===== src/rtl/exu_shift_ctrl.sv =====
`default_nettype none
// ============================================================================
//  Module   : exu_shift_ctrl
//  Purpose  : EXU shift control. Decodes RV32I shift micro-ops, drives the
//             external barrel shifter and registers its result toward WBU.
//  Options  : define EXU_SHIFT_PERF_CNT_EN to add the shift_cnt counter port.
//  Revision : 1.0 - initial release
// ============================================================================
module exu_shift_ctrl #(
    parameter int DATA_WIDTH = 32
) (
    input  logic                  clk,
    input  logic                  rst_n,
    input  logic                  in_valid,
    output logic                  in_ready,
    input  logic [DATA_WIDTH-1:0] in_src1,
    input  logic [DATA_WIDTH-1:0] in_src2,
    input  logic [2:0]            in_funct3,
    input  logic                  in_funct7_5,
    input  logic [4:0]            in_rd,
    input  logic                  flush,
    output logic [DATA_WIDTH-1:0] sh_din,
    output logic [4:0]            sh_shamt,
    output logic                  sh_l_or_r,
    output logic                  sh_a_or_l,
    input  logic [DATA_WIDTH-1:0] sh_dout,
    output logic                  out_valid,
    input  logic                  out_ready,
    output logic [DATA_WIDTH-1:0] out_result,
    output logic [4:0]            out_rd,
`ifdef EXU_SHIFT_PERF_CNT_EN
    output logic [31:0]           shift_cnt,
`endif
    output logic                  out_err
);

    localparam int       C_SHAMT_W   = 5;
    localparam bit [2:0] C_F3_SLL    = 3'b001;
    localparam bit [2:0] C_F3_SRL_RA = 3'b101;

    typedef enum logic [0:0] {
        ST_EMPTY = 1'b0,
        ST_FULL  = 1'b1
    } state_t;

    state_t                r_state;
    state_t                w_state_nxt;
    logic [DATA_WIDTH-1:0] r_result;
    logic [4:0]            r_rd;
    logic                  r_err;

    logic w_is_sll;
    logic w_is_srl;
    logic w_is_sra;
    logic w_illegal;
    logic w_accept;
    logic w_unused_src2_hi;

    // Only the low five bits of the shift source carry the amount.
    assign w_unused_src2_hi = ^in_src2[DATA_WIDTH-1:C_SHAMT_W];

    assign w_is_sll  = (in_funct3 == C_F3_SLL)    && !in_funct7_5;
    assign w_is_srl  = (in_funct3 == C_F3_SRL_RA) && !in_funct7_5;
    assign w_is_sra  = (in_funct3 == C_F3_SRL_RA) &&  in_funct7_5;
    assign w_illegal = !(w_is_sll || w_is_srl || w_is_sra);

    assign sh_din    = in_src1;
    assign sh_shamt  = in_src2[C_SHAMT_W-1:0];
    assign sh_l_or_r = w_is_sll;
    assign sh_a_or_l = w_is_sra;

    assign out_valid = (r_state == ST_FULL);
    assign in_ready  = !out_valid || out_ready;
    assign w_accept  = in_valid && in_ready && !flush;

    always_comb begin
        w_state_nxt = r_state;
        if (flush) begin
            w_state_nxt = ST_EMPTY;
        end else if (w_accept) begin
            w_state_nxt = ST_FULL;
        end else if (out_ready) begin
            w_state_nxt = ST_EMPTY;
        end
    end

    always_ff @(posedge clk or negedge rst_n) begin
        if (!rst_n) begin
            r_state  <= ST_EMPTY;
            r_result <= '0;
            r_rd     <= '0;
            r_err    <= 1'b0;
        end else begin
            r_state <= w_state_nxt;
            if (w_accept) begin
                r_result <= w_illegal ? '0 : sh_dout;
                r_rd     <= in_rd;
                r_err    <= w_illegal;
            end
        end
    end

    assign out_result = r_result;
    assign out_rd     = r_rd;
    assign out_err    = r_err;

`ifdef EXU_SHIFT_PERF_CNT_EN
    logic [31:0] r_shift_cnt;
    logic        w_cnt_inc;

    // Counts only legal results actually consumed by WBU; wraps naturally.
    assign w_cnt_inc = out_valid && out_ready && !flush && !r_err;

    always_ff @(posedge clk or negedge rst_n) begin
        if (!rst_n) begin
            r_shift_cnt <= '0;
        end else if (w_cnt_inc) begin
            r_shift_cnt <= r_shift_cnt + 32'd1;
        end
    end

    assign shift_cnt = r_shift_cnt;
`endif

endmodule
`default_nettype wire


===== config.mk =====
export PLATFORM = sky130hd
export DESIGN_NAME = exu_shift_ctrl
export DESIGN_NICKNAME = d
export VERILOG_FILES = /design/src/rtl/exu_shift_ctrl.sv
export SDC_FILE = /design/constraint.sdc
export NUM_CORES = 1
export LEC_CHECK = 0
export ABC_CLOCK_PERIOD_IN_PS = 2000
export CAP_MARGIN = 20
export CELL_PAD_IN_SITES_DETAIL_PLACEMENT = 0
export CELL_PAD_IN_SITES_GLOBAL_PLACEMENT = 1
export CORE_MARGIN = 4
export CORE_UTILIZATION = 21
export CTS_CLUSTER_SIZE = 30
export DETAILED_ROUTE_END_ITERATION = 16
export PLACE_DENSITY = 0.86
export SLEW_MARGIN = 0
export SYNTH_ARGS = -nofsm -noshare
export SYNTH_HDL_FRONTEND = slang
export SYNTH_SLANG_ARGS = --single-unit
export TNS_END_PERCENT = 100

===== constraint.sdc =====
create_clock -name clk -period 2 [get_ports clk]
set_input_delay 0.6 -clock clk [delete_from_list [all_inputs] [get_ports clk]]
set_output_delay 0.6 -clock clk [all_outputs]
set_load 0.03 [all_outputs]

==> run summary <==
Worst setup startpoint: out_result[28]
Top_reg_cell synth: dfrtp_1
Setup violators final: 0
Clk pin slew, worst setup/hold paths: 70 ps
Power, Total: 0.00186 W
Main combinational cell family by area after synthesis: buffers and inverters
Die X: 100 um
Seq/Total Area, Yosys: 54.9%
Layout Utilization: 31.9%
Finished Cell Area: 2620 um2
Number of DRC markers in iteration 0: 26
Critical path data arrival time: 1330 ps
Critical path buffers and inverters: 1
Reg2Reg Depth: 5
RSZ-0062 raised after global routing: false
Post-layout min period: 1930 ps
CTS hold repair buffers: 0
Cell Area, Placed: 2510 um2
PwrDens: 711 nW/um2
Overflow after GRT: 0
Post-Synth XOR/XNOR Area: 0%
Number of global-route vias before repair: 1309
Starting Density: 21.7%
Die area: 10000 um2
Largest area contributor in the netlist: dfrtp_1
Root Buffer: clkbuf_8
Post-DP HPWL: 3100 um
Critical path's top delay family: buffers and inverters
Critical Path RT: 1400 ps
Worst Setup Path Type: flip-flop to primary output
RePlAce Congestion: 0.679
Leak: 1.17 nW
Initial antenna violation count: 0
Run status: complete, no violations
Slowest cell on crit path: clkdlybuf4s50_1
Fmax: 519 MHz
Average size of a mapped cell: 13.3 um2
Core area: 8220 um2
Relative slew margins: 69.9%
IO Pins: 189
Seq cells post-synth: 39
Crit end category: primary output
PnR worst setup slack: 74.1 ps
Top post-synthesis cells by count: 39 x dfrtp_1, 37 x buf_4, 20 x a22o_2
R2r setup slk: 490 ps
CTS tree: done
Crit Path Max Fanout: 2
Post-Synth Adder-Cell Area: 0%
Mapped Nets: 244
Reg2reg start: out_valid
Via/cell ratio: 4.04
# H-tree levels: 2
Post-synthesis mux area share: 3.16%
Worst-skew pair later-pin latency: 280 ps
Share of cells above drive strength 1: 25.0%
Max Cap Viol: 0
Row count: 33
Cell area after synthesis: 1780 um2
Largest cells by area after synthesis: dfrtp_1 55%, buf_4 16%, a22o_2 11%, a22o_1 5.9%, buf_6 3.2%
Syn Inst Count: 134
Nets: 303
Clock sink total: 39
YS warnings: 0
Slew @ Worst Pin: 452 ps
Via count: 1199
DRC errors left: 0
Die Y: 100 um
Slowest stage delay, CP: 690 ps
Area grow syn2layout: 47.3%
Most common cell in the synthesized netlist: dfrtp_1
Count of unique library cells instantiated by Yosys: 17
Clock tree buffer depth: 2
Total Routing Usage GR: 8.43%
Hold Vio Cnt, Final: 0
Max Slew Vio Count: 0
DRT Pass-1 Iters: 2
Reg-to-Reg End: out_result[9]
Largest net degree at the start of global routing: 23
Fin crit share: 96.3%
Buffers added on ports: 87
Post-synth EDFFs: 0
Setup WS pre-CTS: -154 ps
HP Class: primary input to async pin
Worst-path cell chain: clkdlybuf4s50_1
CTS Buf Count: 5
N_diodes: 0
Worst VDD drop: 0.207 mV
Routed length per instance: 13.8 um
Synth Area in Simple Gates: 3.09%
Antenna violation net count after detailed routing: 0
Top cell type's share of synthesized area: 54.9%
Compound-cell area share of the yosys netlist: 19.0%
Worst Skew: 9.89 ps
First-pass GRT wire length: 6620 um
Critical Path Source Type: flip-flop
Async SR Flop Fraction: 100%
Final WL: 4100 um
## worst max-delay path by stage
stage          slack, ps  cells past startpoint              to
2_1_floorplan          2                      2       sh_l_or_r
3_3_place_gp        -130                      5   out_result[3]
3_5_place_dp        -150                      5   out_result[3]
4_1_cts              -40                      4       sh_l_or_r
5_1_grt               10                      1   out_result[7]
6_report              70                      1  out_result[28]
## layout by cell type, fill, tap and decap left out, drive strengths merged
| master | instances |
|---|---|
| nor2b | 1 |
| nor2 | 3 |
| clkbuf | 6 |
| mux2 | 5 |
| dfrtp | 39 |
| clkdlybuf4s50 | 77 |
| nor3 | 1 |
| nand2b | 3 |
| a2111oi | 1 |
| a22o | 32 |
| nand2 | 1 |
| inv | 3 |
| dlygate4sd2 | 2 |
| buf | 13 |
| a21oi | 1 |
| dlymetal6s2s | 4 |
## state kept, by name, summed over array words and instances (netlist names)
name	count
out_result	32
out_valid	1
out_err	1
out_rd	5
## timing repair
item	in CTS	in global routing
setup buffers	1	0
setup endpoints to repair	3	4
resized for setup	4	7
pin swaps	0	1
## report_power, final
group	internal, W	switching [W]	total [W]
sequential	0.000854	0.0000337	0.000888
clock	0.000232	0.000242	0.000475
combinational	0.000259	0.000242	0.000500
total	0.00135	0.000518	0.00186
## stage by stage
stage	std cells	hold WS, ps	TNS [ps]
5_1_grt	297	295	0
3_5_place_dp	290	492	-5220
6_report	297	257	0
4_1_cts	297	270	-81.5
2_1_floorplan	134	304	0
3_3_place_gp	290	486	-4720
## final cells by class
cell class | instances | area [um2]
inverters | 3 | 11.3
multi-input cells | 48 | 468
clock buffers | 6 | 72.6
repair buffers | 96 | 962
flip-flops and latches | 39 | 976
fillers | 821 | 5600
well taps | 105 | 131
## per-layer routing
metal / global-route usage, % / part of all wire (%) / vias up
li1: - / - / 548
met1: 10.8 / 42 / 572
met2: 12.5 / 45 / 69
met3: 3.96 / 12 / 10
met4: 3.11 / 1.2 / 0
met5: 0 / 0 / -
## cell families after synthesis
logic type             Yosys count
buffers and inverters           47
DFF                             39
AOI/OAI and AO/OA               34
and+or+nand+nor                  9
muxes                            5
Power figures use the tool's default switching activity.
==> variant (same flow settings) <==
`DATA_WIDTH`: 32 -> 64.
--- a/src/rtl/exu_shift_ctrl.sv
+++ b/src/rtl/exu_shift_ctrl.sv
@@ -7,7 +7,7 @@
 //  Revision : 1.0 - initial release
 // ============================================================================
 module exu_shift_ctrl #(
-    parameter int DATA_WIDTH = 32
+    parameter int DATA_WIDTH = 64
 ) (
     input  logic                  clk,
     input  logic                  rst_n,
Ports: changed (5 resized); port bits go from 189 to 349. The function was not compared with the original's and may differ.
==> variant against the unedited design <==
Clock skew decreased by 0.0059 ns; area after synthesis up 76%; setup slack got worse by 0.020 ns; cell area up 84%; total power up 120%; combinational power grew 61%; final cell count is 75% higher; wire length up 110%; sequential cell count increased by 32; first-iteration DRC count increased by 140%; non-clock buffer count grew 70; core utilization is 1.2 points higher.
==> variant: results (changes against the unedited design) <==
Status: completed
Dpl ws: -0.288 ns (-0.134 ns)
Vias in the first global route: 2365 (+81%)
Max IR drop VDD: 0.000508 V (+150%)
PostCTS Resize Cnt: 34 (+30)
First-pass GRT wire length: 12800 µm (+93%)
Top cells by area, synth: dfrtp_1 57%, a22o_1 18%, buf_4 17%
Number of buffers inserted during clock tree synthesis: 9 (+4)
Pin count of the biggest net entering global routing: 40 (+74%)
Clock Latency Late Sink: 0.34 ns (+0.06 ns)
Relative slew slack: 69.4% (-0.50 points)
Root Buffer: clkbuf_16
Synth Area in Compound Gates: 19.0% (about the same)
Register area: 1780 µm² (+82%)
Count of plain and timing-repair buffers: 166 (+73%)
Gr usage total: 10.2% (+1.7 points)
Mux cell area share after synthesis: 1.80% (-1.4 points)
Syn Inst Count: 238 (+78%)
Drt first pass iters: 4 (+2)
Setup Fix Bufs, Post-CTS: 2 (+1)
Clock buf count: 12 (+6)
P_leak: 2.84 nW (+140%)
Max reg flops: 64 (+100%)
Crit path largest cell delay: 0.67 ns (-0.02 ns)
Post-DP Area: 4400 µm² (+75%)
Port Buffers: 151 (+74%)
Crit. Startpoint: out_result[58]
Syn nets: 444 (+82%)
Setup Skew: 0.00394 ns (-0.00595 ns)
Signal buf overhead: 36.6% (-0.15 points)
Routed wire length per instance: 16.4 µm (+19%)
Multi-input gates: 80 (+67%)
Layout cells sized above 1: 13.7% (-11 points)
Placed cells: 502 (+73%)
M1 GR Usage: 11.1% (+0.36 points)
DIE AREA: 16900 µm² (+69%)
Yosys cell types: 15 (-2)
Net count, final: 537 (+77%)
Via count: 2164 (+80%)
H-tree level count: 3 (+1)
Register area share after synthesis: 56.8% (+2.0 points)
Placer's final routability congestion estimate: 0.657 (-3.3%)
Met2 usage: 15.9% (+3.4 points)
Area Overhead vs Synth: 54.1%
variant: cell count changes in the layout (fill, tap and decap cells not counted), sizes merged, moves of 2 or more:
cell	change
a22o	+32
clkbuf	+6
buf	+6
dfrtp	+32
dlymetal6s2s	+38
dlygate4sd2	+28
clkdlybuf4s50	-2
variant: routing by layer:
layer / up-vias / share of wire, %
met5: - / 0
met4: 0 / 2.2
met3: 20 / 12
met2: 135 / 49
met1: 1047 / 37
li1: 962 / -
variant: where the power goes:
part | leakage (nW) | switching [mW] | internal [mW]
registers | 0.953 | 0.0559 | 1.55
clock network | 0.155 | 0.603 | 1.07
logic | 1.73 | 0.413 | 0.390
variant: path summary, 6_finish.rpt:
check                      slack, ns             end  cells after the start
setup reg to reg                0.40  out_result[58]                      5
max in group asynchronous       1.22         out_err                      2
hold / removal                  0.21  out_result[46]                      1
setup / recovery                0.05  out_result[58]                      1
hold reg to reg                 0.50  out_result[52]                      1
min in group clk                0.50  out_result[52]                      1
